[config.mk]
export PLATFORM = sky130hd
export DESIGN_NAME = z16_regfile_write_arbiter
export DESIGN_NICKNAME = d
export VERILOG_FILES = /design/src/rtl/z16_regfile_write_arbiter.sv
export SDC_FILE = /design/constraint.sdc
export NUM_CORES = 1
export LEC_CHECK = 0
export ABC_AREA = 0
export CAP_MARGIN = 20
export CORE_ASPECT_RATIO = 0.7
export CORE_MARGIN = 1
export CORE_UTILIZATION = 35
export DETAILED_ROUTE_END_ITERATION = 6
export PLACE_DENSITY = 0.75
export SETUP_SLACK_MARGIN = 0.2
export SLEW_MARGIN = 20
export SYNTH_ARGS = -nofsm -noshare
export SYNTH_HDL_FRONTEND = slang
export SYNTH_SLANG_ARGS = --single-unit
[constraint.sdc]
create_clock -name i_clk -period 1.5 [get_ports i_clk]
set_clock_uncertainty 0.15 [all_clocks]
set_input_delay 0.3 -clock i_clk [delete_from_list [all_inputs] [get_ports i_clk]]
set_output_delay 0.3 -clock i_clk [all_outputs]
set_load 0.005 [all_outputs]
[src/rtl/z16_regfile_write_arbiter.sv]
// Write-port arbiter for the Z16 register file: a post-reset init sweep, then
// round-robin sharing of the rd write port between ALU (A) and load (B) writebacks.
module z16_regfile_write_arbiter #(
  parameter int                DATA_W     = 16,
  parameter int                ADDR_W     = 4,
  parameter logic [DATA_W-1:0] INIT_VALUE = '0
) (
  input  logic              i_clk,
  input  logic              i_rst,
  input  logic              i_a_valid,
  input  logic [ADDR_W-1:0] i_a_addr,
  input  logic [DATA_W-1:0] i_a_data,
  output logic              o_a_ready,
  input  logic              i_b_valid,
  input  logic [ADDR_W-1:0] i_b_addr,
  input  logic [DATA_W-1:0] i_b_data,
  output logic              o_b_ready,
  output logic              o_rd_wen,
  output logic [ADDR_W-1:0] o_rd_addr,
  output logic [DATA_W-1:0] o_rd_data,
  output logic              o_init_busy
);

  typedef enum logic {INIT, RUN} state_t;

  state_t            state, state_next;
  logic [ADDR_W-1:0] sweep_cnt;
  logic              last_b;
  logic              grant_a, grant_b;

  always_ff @(posedge i_clk or posedge i_rst) begin
    if (i_rst) state <= INIT;
    else       state <= state_next;
  end

  // On a conflict the source that did not win last time is granted.
  always_comb begin
    state_next = state;
    grant_a    = 1'b0;
    grant_b    = 1'b0;
    case (state)
      INIT: if (sweep_cnt == '1) state_next = RUN;
      RUN: begin
        if (i_a_valid && (!i_b_valid || last_b)) grant_a = 1'b1;
        else if (i_b_valid)                      grant_b = 1'b1;
      end
      default: state_next = INIT;
    endcase
  end

  assign o_a_ready   = grant_a;
  assign o_b_ready   = grant_b;
  assign o_init_busy = (state == INIT);

  always_ff @(posedge i_clk or posedge i_rst) begin
    if (i_rst) begin
      sweep_cnt <= '0;
      last_b    <= 1'b1;
      o_rd_wen  <= 1'b0;
      o_rd_addr <= '0;
      o_rd_data <= '0;
    end else if (state == INIT) begin
      o_rd_wen  <= 1'b1;
      o_rd_addr <= sweep_cnt;
      o_rd_data <= INIT_VALUE;
      sweep_cnt <= sweep_cnt + 1'b1;
    end else if (grant_a) begin
      o_rd_wen  <= 1'b1;
      o_rd_addr <= i_a_addr;
      o_rd_data <= i_a_data;
      last_b    <= 1'b0;
    end else if (grant_b) begin
      o_rd_wen  <= 1'b1;
      o_rd_addr <= i_b_addr;
      o_rd_data <= i_b_data;
      last_b    <= 1'b1;
    end else begin
      // Address and data hold so an idle port does not toggle.
      o_rd_wen  <= 1'b0;
    end
  end

endmodule
==> reports/results.ini <==
[critical_path]
worstSetupStartpointType=flop
arrival_ns=1.21
worstSetupEndpoint=o_init_busy
critPathRequiredTime_ns=1.05
rr_worst_depth=6
endpoint_kind=primary output
crit_fanout=5
crit_start=state
reg2reg_slack_ns=-0.16
path_class=reg -> out
reg2reg_from=state
r2r_end=o_rd_data[10]

[place]
routabilityCongestion=0.828
post-place-ws_ns=-0.600
port_buffers=67
hpwl_um=2750
dp.cells=230

[global_route]
grt_pass1_vias=1212
antenna_found_initial=0
grt_pass1_wl_um=5580
grt_overflow=0
grt_max_degree=17
grtUsageTotal=0.197

[timing]
setup-tns-final_ns=-2.89
finalMaxSlewViolations=0
finalCriticalPeriod_ns=1.66
holdWs_ns=0.0805
maxSlewHeadroom=0.778
setup_violations=24
hold_viol=0
period_share=1.11
max_freq_mhz=603
setup_ws_ns=-0.160
rsz0062_at_grt=yes
worst_pin_slew_ns=0.333

[pwr]
powerDensity_mw_per_mm2=784
p_clk_frac=0.234
ir_worst_vdd_uv=517
p_comb_frac=0.291
p_sw_w=0.000453
power.internal_w=0.00132
seqPwrFrac=0.475
switching_share=0.255
p_leak_nw=1.03

[floorplan]
die-width_um=74.6
fp-row-count=18
core_mm2=0.00354
ios=68
initial_core_util=0.366
dieArea_mm2=0.00394
die_y_um=52.8

[drt]
dr.pass1.iters=4
avgViaCountPerCell=4.88
routed_wl_um=3710
vias=1215
wl_per_cell_um=14.9
ant_nets=0
drc=0
drtIter0Drc=38

[clock_network]
cts.sinks=27
cts_buffers=3
clk_latency_ns=0.27
cts_max_level=1
clkTransAtPathRegs_ns=0.09
postCtsHoldBufs=0
clk_path_buf_depth=2
cts_tree=yes
cts_root_buffer=clkbuf_8

[synth]
ys_ff_latch=27
synth_fp_nets=150
synth_top_area_frac=0.503
syn_inst=105
yosys-top-cells-area=dfrtp_1, and2_1, a221o_1
ys_seq_area_frac=0.524
avgSynthCellArea_um2=12.3
synth_top_area_cell=dfrtp_1
synthDistinctLibCells=28
ys_warn_count=0
synthesis.area_mm2=0.00129

[final_layout]
antenna_cells=0
area_growth_pct=75.0
layout-drive-gt1-share=0.492
instances_no_fill=249
fin_nets=245

[min_path]
hp-class=in -> async

[run_status]
failed_checks=negative setup slack
status=complete, but fails checks

[job]
drv_cap=0

## Yosys cell counts (all sizes together)
cell     count
o221ai       4
dfrtp       26
mux2         1
a21bo        1
nand2        5
a21oi        1
nor3b        1
or2          3
nor2         1
nand2b       5
and2b        1
dfstp        1
xnor2        3
nand4        1
nand3        5
and2        16
inv          3
a221o       16
a2bb2oi      4
o21ai        1
ha           1
buf          5
## per-stage QoR
step	total power, W	util	cell area (um2)
after global routing	0.00185	0.640	2260
final	0.00177	0.640	2260
after global placement	0.00134	0.592	2090
after floorplan	0.00103	-	1310
after CTS	0.00178	0.636	2250
after detailed placement	0.00136	0.592	2090
## cell usage in the layout (no fill, tap or decap), types with 2 or more instances in the layout
cell and instances:
a221o_2 7, buf_2 21, or2_2 3, nand2_1 4
o221ai_1 3, a221o_1 9, and2_4 16, clkbuf_8 3
dfrtp_1 25, buf_4 20, a2bb2oi_2 4, buf_6 6
clkdlybuf4s50_1 41, dlygate4sd2_1 2, nand2b_1 5, xnor2_1 3
nand3_1 5
## kinds of logic after synthesis
logic type	synth area share
simple gates	0.192
compound gates	0.203
flops	0.524
buf+inv	0.0426
xor+xnor	0.0203
mux	0.00871
fa+ha+maj	0.00968
## metal layers
layer	track usage	wire, um	share of wire	vias up
met5	0	0	0	-
met4	0.0597	70	0.019	0
met3	0.0750	262	0.071	8
met2	0.336	1800	0.48	44
met1	0.228	1580	0.43	583
li1	-	-	-	580
## how the worst min path moves through the flow
| stage | from | to | slack (ns) | depth (start not counted) |
|---|---|---|---|---|
| 2_1_floorplan | i_rst | o_rd_addr[0] | 0.20 | 1 |
| 3_3_place_gp | sweep_cnt[3] | sweep_cnt[3] | 0.34 | 1 |
| 3_5_place_dp | sweep_cnt[3] | sweep_cnt[3] | 0.36 | 1 |
| 4_1_cts | i_rst | o_rd_wen | 0.08 | 2 |
| 5_1_grt | i_rst | o_rd_wen | 0.1 | 2 |
| 6_report | i_rst | o_rd_addr[2] | 0.08 | 2 |
## cell type report
type | instances | area (um2)
clock buffers | 3 | 41.3
clock inverters | 1 | 5.00
fillers | 291 | 1270
inverters | 3 | 16.3
multi-input cells | 70 | 632
flip-flops and latches | 27 | 678
well taps | 50 | 62.6
repair buffers | 95 | 827
## registers in the layout (all words and copies together), names as in the netlist
register	flops
o_rd_addr	4
last_b	1
o_rd_wen	1
sweep_cnt	4
state	1
o_rd_data	16
## power groups by stage
| stage | sequential [W] | combinational [W] | clock (W) |
|---|---|---|---|
| 2_1_floorplan | 0.000857 | 0.000178 | 0 |
| 3_3_place_gp | 0.000849 | 0.000492 | 0 |
| 3_5_place_dp | 0.000851 | 0.000506 | 0 |
| 4_1_cts | 0.000841 | 0.000517 | 0.000419 |
| 5_1_grt | 0.000852 | 0.000552 | 0.000452 |
| 6_report | 0.000842 | 0.000516 | 0.000414 |
## worst max-delay path: stages, from the launching register on
cell,delay [ns]
dfrtp_2,0.43
buf_4,0.15
buf_8,0.11
inv_2,0.05
clkdlybuf4s15_2,0.19
## timing repair
item / 4_1_cts / 5_1_grt
pin swaps: 10 / 1
setup buffers: 13 / 1
cloned: 1 / 0
gates resized for setup: 127 / 4
setup endpoints to repair: 47 / 28
hold endpoints to repair: 0 / 0
Power figures use the tool's default switching activity.
